==> config.mk <==
export PLATFORM = sky130hd
export DESIGN_NAME = mod_down_timer_4_bit
export DESIGN_NICKNAME = d
export VERILOG_FILES = /design/src/rtl/mod_down_timer_4_bit.sv
export SDC_FILE = /design/constraint.sdc
export NUM_CORES = 1
export LEC_CHECK = 0
export BUFFER_PORTS_ARGS = -buffer_cell sky130_fd_sc_hd__buf_2
export CAP_MARGIN = 20
export CELL_PAD_IN_SITES_DETAIL_PLACEMENT = 1
export CELL_PAD_IN_SITES_GLOBAL_PLACEMENT = 1
export CORE_MARGIN = 2
export CORE_UTILIZATION = 34
export CTS_BUF_LIST = sky130_fd_sc_hd__clkbuf_8 sky130_fd_sc_hd__clkbuf_16
export DETAILED_ROUTE_END_ITERATION = 6
export PLACE_DENSITY_LB_ADDON = 0.1
export SKIP_CTS_REPAIR_TIMING = 1
export SLEW_MARGIN = 20
export SYNTH_ARGS = -nofsm -noshare
export SYNTH_HDL_FRONTEND = slang
export SYNTH_SLANG_ARGS = --single-unit
export TNS_END_PERCENT = 10
==> constraint.sdc <==
create_clock -name Clk_In -period 1.65 [get_ports Clk_In]
set_input_delay 0.0825 -clock Clk_In [delete_from_list [all_inputs] [get_ports Clk_In]]
set_output_delay 0.0825 -clock Clk_In [all_outputs]
set_load 0.005 [all_outputs]
==> src/rtl/mod_down_timer_4_bit.sv <==
// Programmable MOD-N down-counting timer with terminal pulse, sticky expiry and optional
// auto-reload. State advances on the falling edge of Clk_In.
module mod_down_timer_4_bit #(
    parameter int unsigned WIDTH = 4
) (
    input  logic             Clk_In,
    input  logic             Reset_In,
    input  logic             Load_In,
    input  logic             Start_Stopb_In,
    input  logic             Auto_Reload_In,
    input  logic             Clear_Expired_In,
    input  logic [WIDTH-1:0] MOD_Value_In,
    output logic [WIDTH-1:0] Count_Out,
    output logic             Terminal_Count_Out,
    output logic             Busy_Out,
    output logic             Expired_Out
);

    localparam logic [WIDTH-1:0] OneVal = WIDTH'(1);

    typedef enum logic [1:0] {StIdle, StRun, StHold, StDone} state_e;

    state_e           state_q, state_d;
    logic [WIDTH-1:0] count_q, count_d;
    logic [WIDTH-1:0] reload_q, reload_d;
    logic             tc_q, tc_d;
    logic             busy_q, busy_d;
    logic             expired_q, expired_d;
    logic             active;
    logic             terminal;

    assign active   = (state_q == StRun) || (state_q == StHold);
    // A load on the same edge pre-empts any count or terminal activity.
    assign terminal = !Load_In && active && Start_Stopb_In && (count_q == '0);

    always_ff @(negedge Clk_In or posedge Reset_In) begin
        if (Reset_In) begin
            state_q   <= StIdle;
            count_q   <= '0;
            reload_q  <= '0;
            tc_q      <= 1'b0;
            busy_q    <= 1'b0;
            expired_q <= 1'b0;
        end else begin
            state_q   <= state_d;
            count_q   <= count_d;
            reload_q  <= reload_d;
            tc_q      <= tc_d;
            busy_q    <= busy_d;
            expired_q <= expired_d;
        end
    end

    always_comb begin
        state_d = state_q;
        if (Load_In) begin
            state_d = StHold;
        end else if (active) begin
            if (!Start_Stopb_In) begin
                state_d = StHold;
            end else if (count_q != '0) begin
                state_d = StRun;
            end else begin
                state_d = Auto_Reload_In ? StRun : StDone;
            end
        end
    end

    always_comb begin
        count_d   = count_q;
        reload_d  = reload_q;
        tc_d      = terminal;
        expired_d = expired_q;
        busy_d    = (state_d == StRun);
        if (Load_In) begin
            // N = 0 wraps to all-ones, giving a full 2^WIDTH period.
            reload_d  = MOD_Value_In - OneVal;
            count_d   = MOD_Value_In - OneVal;
            expired_d = 1'b0;
        end else begin
            if (active && Start_Stopb_In) begin
                if (count_q != '0) begin
                    count_d = count_q - OneVal;
                end else if (Auto_Reload_In) begin
                    count_d = reload_q;
                end
            end
            if (terminal) begin
                expired_d = 1'b1;
            end else if (Clear_Expired_In) begin
                expired_d = 1'b0;
            end
        end
    end

    assign Count_Out          = count_q;
    assign Terminal_Count_Out = tc_q;
    assign Busy_Out           = busy_q;
    assign Expired_Out        = expired_q;

endmodule

* After elaboration in Yosys (flattened, before gate mapping)
Cells that the tools add are included.
** Cells by class
- Eq/ne operators :: 3
- Add/subtract/negate cells :: 2
- Multiply operators :: 0
- Bitwise operators :: 0
- Shifts and indexed selects :: 0
- Reductions and logical operators :: 12
- Order comparisons :: 0
- Muxes and demuxes :: 12
- Divide/modulo/power cells :: 0
** Operators with widths (count)
- $mux W4 :: 4
- $mux W2 :: 5
- $sub A4 B1 Y4 const B :: 2
- $reduce_bool A3 Y1 :: 2
- $eq A2 B1 Y1 const B :: 2
- $logic_and A1 B1 Y1 :: 4
- $logic_not A4 Y1 :: 1
- $reduce_bool A4 Y1 :: 1
- $mux W1 :: 3
- $eq A2 B2 Y1 const B :: 1
- $reduce_and A2 Y1 :: 1
- $reduce_bool A2 Y1 :: 1
- $logic_not A1 Y1 :: 1
- $logic_or A1 B1 Y1 :: 1
** Word-level totals
- Logic and storage cells :: 35
- Input bits :: 10
- Memories kept :: 0
- Bits in writable memories :: 0
- Output and inout bits :: 7
- Latch bits :: 0
- Bits in registers :: 13
- ROM bits :: 0

* Depth between registers and ports, before layout
- Word-level depth :: 7
- Mapped depth :: 6
- Gate-level depth less buffers :: 6

==> flow_metrics.py <==
metrics = {
    "setup_path": {
        "crit_slowest_cell": "dfrtn_1",
        "crit_arrival_ps": 1740,
        "cp-end-kind": "primary output",
        "critPathTopFamily": "flip-flops",
        "startpoint": "Count_Out[2]",
        "crit_chain": "buf_2",
        "startpoint_type": "register",
        "path_max_fanout": 4,
        "crit_required_ps": 1570,
        "timing.rr.start": "Count_Out[3]",
        "slowest_delay_ps": 500,
        "worstSetupPathType": "register to primary output",
        "path_buf_inv": 1,
    },
    "grt": {
        "grt_overflow": 0,
        "grt_pass1_wl_um": 2891,
        "antenna_found_initial": 0,
        "first_global_vias": 657,
        "track_usage_pct": 15.78,
        "grt_max_degree": 17,
    },
    "timing": {
        "slew_viol_final": 0,
        "slew_headroom_pct": 79.64,
        "rsz0062_at_grt": "yes",
        "finalHoldViolations": 0,
        "layout_setup_ws_ps": -171.1,
        "clock_skew_ps": 1.193,
        "timing.hold.ws_ps": 428.6,
        "setup_tns_ps": -637.5,
        "setup-violations-final": 6,
        "tightest_slew_ps": 305.4,
    },
    "final_layout": {
        "fill_cells": 253,
        "diodes": 0,
        "layout.nets": 117,
        "post-route-util_pct": 53.06,
        "syn2layout_area_growth_pct": 47.52,
        "stdcell_count": 131,
        "drive_above_1_share_pct": 43.27,
    },
    "route": {
        "vias": 646,
        "drc": 0,
        "wl_per_cell_um": 15.44,
        "wl_um": 2022,
        "viasPerCell": 4.931,
        "detail-route-antenna-nets": 0,
        "dr.pass1.iters": 4,
        "drt-initial-drc-count": 7,
    },
    "min_path": {
        "hp-start": "reload_q[3]",
        "hold_path.class": "register to register",
    },
    "placed_design": {
        "routabilityCongestion": 0.7642,
        "placed_cells": 122,
        "port_buffers": 16,
    },
    "synth": {
        "yosysUniqueCellTypes": 31,
        "async_reset_ff_share_pct": 100.0,
        "syn_avg_cell_area_um2": 10.23,
        "yosysWarnings": 0,
        "synth_enable_flop_cells": 0,
        "ys.flop_type": "dfrtn_1",
        "yosysTopAreaCell": "dfrtn_1",
        "ys_ff_latch": 13,
        "syn_inst": 69,
        "netlist.area_leader.share_pct": 46.10,
        "ys_seq_area_share_pct": 46.10,
        "synth_fp_nets": 81,
        "netlist_area_um2": 705.7,
        "synth_area_leaders": "dfrtn_1 46%, a21oi_1 4.3%, mux2i_1 4.3%",
        "yosysMostFrequentCell": "dfrtn_1",
        "synth_common_cells": "13 x dfrtn_1, 6 x a21oi_1, 6 x inv_1, 6 x nand2_1, 4 x nor2_1",
    },
    "cts": {
        "cts.sinks": 13,
        "clock_latency_ps": 260,
        "tritoncts": "built",
        "root_buffer": "clkbuf_8",
        "cts-htree-levels": 1,
        "cts-buffers-inserted": 3,
        "cts.clk_slew.worst_paths_ps": 40,
        "clockBufferDepth": 2,
    },
    "status": {
        "outcome": "finished, violations left",
        "violations": "negative setup slack",
    },
    "run": {
        "max_cap_violations": 0,
    },
    "die": {
        "io_pins": 17,
        "start_util_pct": 35.97,
        "die_w_um": 49.56,
        "die_h_um": 49.56,
        "row_count": 16,
        "die_area_mm2": 0.002456,
        "coreArea_mm2": 0.001962,
    },
    "power_and_ir_drop": {
        "irDropWorstVdd_uv": 598.1,
        "p_per_area_mw_per_mm2": 986.0,
        "power.leakage_nw": 0.5035,
    },
}
per-stage QoR:
step | worst slack (ps) | total power [mW] | cell area (um^2)
detailed placement | -254.8 | 0.6635 | 918.4
global placement | -226.5 | 0.6517 | 918.4
CTS | -215.3 | 0.9604 | 964.7
floorplan | -61.63 | 0.5419 | 723.2
global route | -194.6 | 1.077 | 1041
finish | -171.1 | 1.026 | 1041
logic make-up (layout without fill, tap and decap cells):
kind of cell               Yosys count  after routing  synth area share, %
AOI/OAI and AO/OA                   18             18                17.55
adders and majority gates            2              2                3.546
and+or+nand+nor                     22             22                19.33
xor gates and xnor gates             3              3                4.788
DFF                                 13             13                46.10
muxes                                3              3                4.255
buffers and inverters                8             43                4.431
power breakdown:
group	total [mW]	internal, mW	switching, mW
sequential	0.388	0.359	0.0291
combinational	0.345	0.186	0.159
clock	0.293	0.167	0.126
total	1.03	0.712	0.315
placed cells by master (no fill, tap or decap), types with 2 or more instances in the layout:
cell	netlist	routed
a21boi_1	2	2
a21oi_1	6	6
buf_2	1	14
mux2i_1	3	3
a21o_1	2	2
nand2_1	6	6
dfrtn_1	13	13
nor3_1	2	2
nor2_1	4	4
buf_6	0	4
o21a_1	2	2
inv_1	6	6
buf_4	0	15
clkbuf_8	0	3
xnor2_1	2	2
per-layer routing:
metal,share of wire [%],vias up,track usage (%)
met4,0.84,0,4.167
met2,57,15,28.89
met5,0,-,0
met3,2.3,2,3.636
li1,-,308,-
met1,40,321,18.23
registers in the layout (all words and copies together), names as in the netlist:
name / cells
Busy_Out: 1
state_q: 2
Count_Out: 4
Terminal_Count_Out: 1
reload_q: 4
Expired_Out: 1
path summary, 6_finish.rpt:
| check | endpoint | slack, ps | cells after the start |
|---|---|---|---|
| min in group asynchronous | Count_Out[0] | 520 | 3 |
| worst min register to register | reload_q[3] | 430 | 1 |
| worst min-delay path | reload_q[3] | 430 | 1 |
| worst max register to register | Count_Out[1] | -20 | 6 |
| max in group asynchronous | Busy_Out | 940 | 3 |
| worst max-delay path | Count_Out[2] | -170 | 1 |
worst reg2reg max path, cell delays in order (launching register included):
cell      delay, ps
dfrtn_1         360
buf_4           170
buf_4           140
nor4b_4         320
nand3b_4        230
mux2i_1         210
o21ai_1          80
area by class of cell:
cell class	instances	area, um^2	share of cell area [%]
multi-input cells	48	385.4	37.02
flip-flops and latches	13	325.3	31.25
repair buffers	33	227.7	21.87
clock buffers	3	41.29	3.966
well taps	27	33.78	3.245
inverters	6	22.52	2.163
clock inverters	1	5.005	0.4808
No activity file was read; power rests on OpenSTA's default activity.
